===== src/rtl/clock_period_meter.sv =====
// Measures period and high time of a slow clock in input_clock cycles, with stop-timeout.
// Define CLOCK_PERIOD_METER_AVERAGE_EN to report the average of every 4 consecutive periods.
module clock_period_meter #(
  parameter int unsigned COUNTER_WIDTH  = 16,
  parameter int unsigned TIMEOUT_CYCLES = 65535
) (
  input  logic                     input_clock,
  input  logic                     reset,
  input  logic                     enable,
  input  logic                     measured_clock,
  output logic [COUNTER_WIDTH-1:0] period,
  output logic [COUNTER_WIDTH-1:0] high_time,
  output logic                     period_valid,
  output logic                     timeout
);

  typedef enum logic [1:0] {IDLE, WAIT_EDGE, MEASURE} state_t;

  localparam logic [COUNTER_WIDTH-1:0] TIMEOUT_VAL = COUNTER_WIDTH'(TIMEOUT_CYCLES);
  localparam logic [COUNTER_WIDTH-1:0] ONE         = COUNTER_WIDTH'(1);

  state_t                   state_q;
  logic                     sync1_q, sync2_q, dly_q;
  logic [COUNTER_WIDTH-1:0] counter_q, counter_d;
  logic [COUNTER_WIDTH-1:0] hcnt_q;
  logic [COUNTER_WIDTH-1:0] period_q, high_q;
  logic                     valid_q, timeout_q;
  logic                     rise, fall;

`ifdef CLOCK_PERIOD_METER_AVERAGE_EN
  logic [COUNTER_WIDTH+1:0] acc_q, acc_d, hacc_q, hacc_d;
  logic [1:0]               sub_q;

  always_comb begin
    acc_d  = acc_q + {2'b00, counter_q};
    hacc_d = hacc_q + {2'b00, hcnt_q};
  end
`endif

  always_comb begin
    rise      = sync2_q & ~dly_q;
    fall      = ~sync2_q & dly_q;
    counter_d = (counter_q == '1) ? counter_q : counter_q + ONE;
  end

  always_ff @(posedge input_clock) begin
    if (reset) begin
      state_q   <= IDLE;
      sync1_q   <= 1'b0;
      sync2_q   <= 1'b0;
      dly_q     <= 1'b0;
      counter_q <= '0;
      hcnt_q    <= '0;
      period_q  <= '0;
      high_q    <= '0;
      valid_q   <= 1'b0;
      timeout_q <= 1'b0;
`ifdef CLOCK_PERIOD_METER_AVERAGE_EN
      acc_q     <= '0;
      hacc_q    <= '0;
      sub_q     <= '0;
`endif
    end else begin
      sync1_q <= measured_clock;
      sync2_q <= sync1_q;
      dly_q   <= sync2_q;
      valid_q <= 1'b0;
      if (!enable) begin
        state_q   <= IDLE;
        counter_q <= '0;
        timeout_q <= 1'b0;
`ifdef CLOCK_PERIOD_METER_AVERAGE_EN
        acc_q     <= '0;
        hacc_q    <= '0;
        sub_q     <= '0;
`endif
      end else begin
        case (state_q)
          IDLE: begin
            counter_q <= '0;
            state_q   <= WAIT_EDGE;
          end
          WAIT_EDGE: begin
            if (rise) begin
              counter_q <= ONE;
              state_q   <= MEASURE;
            end else begin
              counter_q <= counter_d;
            end
          end
          MEASURE: begin
            // A rising edge on the threshold cycle takes priority over the timeout.
            if (rise) begin
              counter_q <= ONE;
              timeout_q <= 1'b0;
`ifdef CLOCK_PERIOD_METER_AVERAGE_EN
              if (sub_q == 2'd3) begin
                period_q <= acc_d[COUNTER_WIDTH+1:2];
                high_q   <= hacc_d[COUNTER_WIDTH+1:2];
                valid_q  <= 1'b1;
                acc_q    <= '0;
                hacc_q   <= '0;
                sub_q    <= '0;
              end else begin
                acc_q    <= acc_d;
                hacc_q   <= hacc_d;
                sub_q    <= sub_q + 2'd1;
              end
`else
              period_q <= counter_q;
              high_q   <= hcnt_q;
              valid_q  <= 1'b1;
`endif
            end else begin
              counter_q <= counter_d;
              if (fall) hcnt_q <= counter_q;
              if (counter_q == TIMEOUT_VAL) begin
                timeout_q <= 1'b1;
                state_q   <= WAIT_EDGE;
`ifdef CLOCK_PERIOD_METER_AVERAGE_EN
                acc_q     <= '0;
                hacc_q    <= '0;
                sub_q     <= '0;
`endif
              end
            end
          end
          default: state_q <= IDLE;
        endcase
      end
    end
  end

  assign period       = period_q;
  assign high_time    = high_q;
  assign period_valid = valid_q;
  assign timeout      = timeout_q;

endmodule

===== config.mk =====
export PLATFORM = sky130hd
export DESIGN_NAME = clock_period_meter
export DESIGN_NICKNAME = d
export VERILOG_FILES = /design/src/rtl/clock_period_meter.sv
export SDC_FILE = /design/constraint.sdc
export NUM_CORES = 1
export LEC_CHECK = 0
export ABC_AREA = 1
export CORE_ASPECT_RATIO = 1.4
export CORE_MARGIN = 1.5
export CORE_UTILIZATION = 40
export DETAILED_ROUTE_END_ITERATION = 16
export PLACE_DENSITY_LB_ADDON = 0.1
export SLEW_MARGIN = 20
export SYNTH_ARGS = -nofsm -noshare
export SYNTH_HDL_FRONTEND = slang
export SYNTH_SLANG_ARGS = --single-unit

===== constraint.sdc =====
create_clock -name input_clock -period 3.1 [get_ports input_clock]
set_input_delay 0.465 -clock input_clock [delete_from_list [all_inputs] [get_ports input_clock]]
set_output_delay 0.465 -clock input_clock [all_outputs]
set_load 0.005 [all_outputs]

==> summary.md <==
| Metric | Value |
|---|---|
| CTS H-tree lvls | 3 |
| Max cap viols | 0 |
| Final cell count without fillers | approximately 550 |
| Worst min-delay path class | reg -> reg |
| Main area contributors after synthesis | dfxtp_1, a21oi_1, o21ai_0 |
| Per-cell via count in the routed design | 4.81 |
| Largest net degree at the start of global routing | 65 |
| Post-Place Cell Area | 3510 um^2 |
| Leading area contributor after synthesis | dfxtp_1 |
| Leakage | between 1 and 1.5 nW |
| CP Data Arrival Time | between 2 and 2.5 ns |
| Required arrival time at the worst endpoint | between 3 and 4 ns |
| Core area | approximately 7400 um^2 |
| Clock latency on the worst-skew pair | approximately 0.36 ns |
| Number of failing hold endpoints at the final stage | 0 |
| Setup tns final | 0 ns |
| Initial Utilization | between 40% and 50% |
| TritonCTS buffer count | 9 |
| Layout net count | 460 |
| Post_cts resized | 0 |
| Die footprint | ~8000 um^2 |
| Commonest cells in the netlist | dfxtp_1, inv_1, nand2_1 |
| Period minus WS final | ~2.0 ns |
| Final setup violating endpoints | 0 |
| Via count of the first global-routing pass | ~2.5k |
| Global placement routability congestion | around 0.87 |
| Kind of launch point of the worst setup path | register |
| CP endpoint kind | register |
| Portion of the clock cycle consumed by the worst path in the final layout | about 65% |
| Maximum clock frequency | approximately 0.50 GHz |
| Nets in the synthesized netlist | between 400 and 500 |
| Count of yosys warnings during synthesis | 0 |
| Total GRT Usage | between 10% and 20% |
| Synthesized instance count | a little over 400 |
| Fraction of layout instances using a drive strength above 1 | 7.25% |
| Half-perimeter wire length after detailed placement | 5090 um |
| Final Routed Wirelength | approximately 7000 um |
| Number of distinct library cells after synthesis | 26 |
| Top-area cell type share of the netlist area | 46.6% |
| Cell Rows | 37 |
| Highest fanout seen on the critical path | 26 |
| Number of antenna diodes | 0 |
| Deepest clock path buffer count | 2 |
| Clock power frac | between 40% and 50% |
| Comb power frac | around 4.2% |
| Leading cell type by number of instances after synthesis | dfxtp_1 |
| Final setup skew | roughly 0.013 ns |
| Worst max-slew margin expressed relative to the limit | a little under three fifths |
| Horizontal die dimension | approximately 77 um |
| Final total power | 0.00173 W |
| Unrepaired setup endpoints after global routing | no |
| Flops & latches, synth | between 70 and 80 |
| Internal Dissipation | about 0.0013 W |
| Hold buffer count at cts | 0 |
| Smallest hold slack | roughly 0.41 ns |
| Number of enable flip-flop cells after synthesis | 0 |
| Count of boundary I/O pins | 38 |
| Routed length per instance | about 13 um |
| Total iterations of the first detailed-routing run | 4 |
| Sink count of the clock tree | 71 |
| Area growth from synthesis to final layout | 21.7% |
| Antenna violation net count after detailed routing | 0 |
| Sequential share of power | approximately 53% |
| Switching component of the power | slightly above 0.0004 W |
| Share of synthesized area occupied by flip-flops and latches | a little under half |
| First-pass GRT wire length | about 12,000 um |
| Die outline height | roughly 110 um |
| Clock slew seen by the registers of the worst setup and hold paths | approximately 0.080 ns |
| Overall via count from detail_route | 2,655 |
| R2R setup slack | between 1 and 1.5 ns |
| Async SR Flop Fraction | 0% |
| Pwr per Cell Area | 467 nW/um^2 |
| Number of DRC violations after detailed routing | 0 |
| Slew at the pin with the worst max-slew slack | ~0.64 ns |
| Final Cell Area | approximately 3700 um^2 |
| Sw Share | a little under a quarter |
| Prevailing post-synth register cell | dfxtp_1 |
| Critical path start-end classification | reg -> reg |
| Number of antenna violations at the first check in global routing | 0 |
| Post-CTS Repair Setup Buffers | 0 |
| Cell area after synthesis | about 3000 um^2 |
| Final slew viol count | 0 |
| Peak supply drop | approximately 0.30 mV |
| 1st-iter DRT viols | 170 |
| CTS Root Buffer Type | clkbuf_8 |
| Number of cells after detailed placement | 536 |
| TritonCTS clock tree | done |
| Total congestion overflow | 0 |
| Port buffer count | 37 |
| Synthesized area per cell | ~7.4 um^2 |
| Run status | finished, final reports clean |
-- metrics by stage --
step                worst slack [ns]  utilization (%)
floorplan                       1.47                -
global placement               0.995             47.7
detailed placement             0.865             47.7
CTS                             1.09             50.4
global route                   0.799             50.4
finish                          1.10             50.4
-- power by group through the flow --
stage	clock network [W]	registers [W]	logic (W)
CTS	0.000765	0.000920	0.0000737
finish	0.000739	0.000920	0.0000725
detailed placement	0	0.000942	0.0000735
floorplan	0	0.000941	0.0000511
global placement	0	0.000942	0.0000733
global route	0.000795	0.000921	0.0000835
-- cells by family after synthesis --
logic type                 after synthesis  share of synthesized area, %
AOI/OAI and AO/OA                      109                          17.9
xor gates and xnor gates                 4                          1.15
adders and majority gates                6                          2.46
buffers and inverters                   79                          9.81
DFF                                     71                          46.6
and+or+nand+nor                        144                          22.1
-- area by class of cell --
| type | instances | area (um^2) |
|---|---|---|
| Clock inverter | 6 | 68.8 |
| Multi-Input combinational cell | 263 | 1330 |
| Clock buffer | 10 | 128 |
| Fill cell | 743 | 3650 |
| Tap cell | 97 | 121 |
| Inverter | 65 | 245 |
| Timing Repair Buffer | 40 | 393 |
| Sequential cell | 71 | 1420 |
-- worst max-delay path, cell delays in order, from the launching register on --
cell and delay, ns:
dfxtp_1 0.35, inv_1 0.09, ha_1 0.29, nand4_1 0.30, inv_1 0.58, o21ai_0 0.18, a21oi_1 0.13
-- sequential cells by signal, summed over array words and instances (netlist names) --
signal        flops
counter_q        16
hcnt_q           16
high_time        16
period           16
state_q           2
dly_q             1
period_valid      1
sync1_q           1
sync2_q           1
timeout           1
-- cells in the final DEF, fill, tap and decap left out, types with 2 or more instances in the layout --
cell type,Yosys,routed
a21oi_1,55,55
buf_4,0,3
clkbuf_8,0,9
clkdlybuf4s50_1,0,37
clkinv_1,2,2
clkinv_2,1,2
clkinv_4,0,2
dfxtp_1,71,71
ha_1,6,6
inv_1,61,61
nand2_1,61,61
nand2_2,2,2
nand2_4,3,3
nand3_1,25,24
nand4_1,5,5
nor2_1,40,40
nor2_4,2,2
o21ai_0,53,53
xnor2_1,2,2
xor2_1,2,2
-- metal layers --
layer  track usage (%)  up-vias  wire (um)
met5                 0        -          0
met4              9.52        0        162
met3              2.58       10        155
met2              32.8       44       3570
met1              21.9     1191       3130
li1                  -     1410          -
-- final timing paths --
path               from    endpoint  depth (start not counted)
max          state_q[0]  hcnt_q[13]                          6
min             sync1_q     sync2_q                          2
max reg2reg  state_q[0]  hcnt_q[13]                          6
min reg2reg     sync1_q     sync2_q                          2
Note: power is estimated with default switching activity, not from simulation.
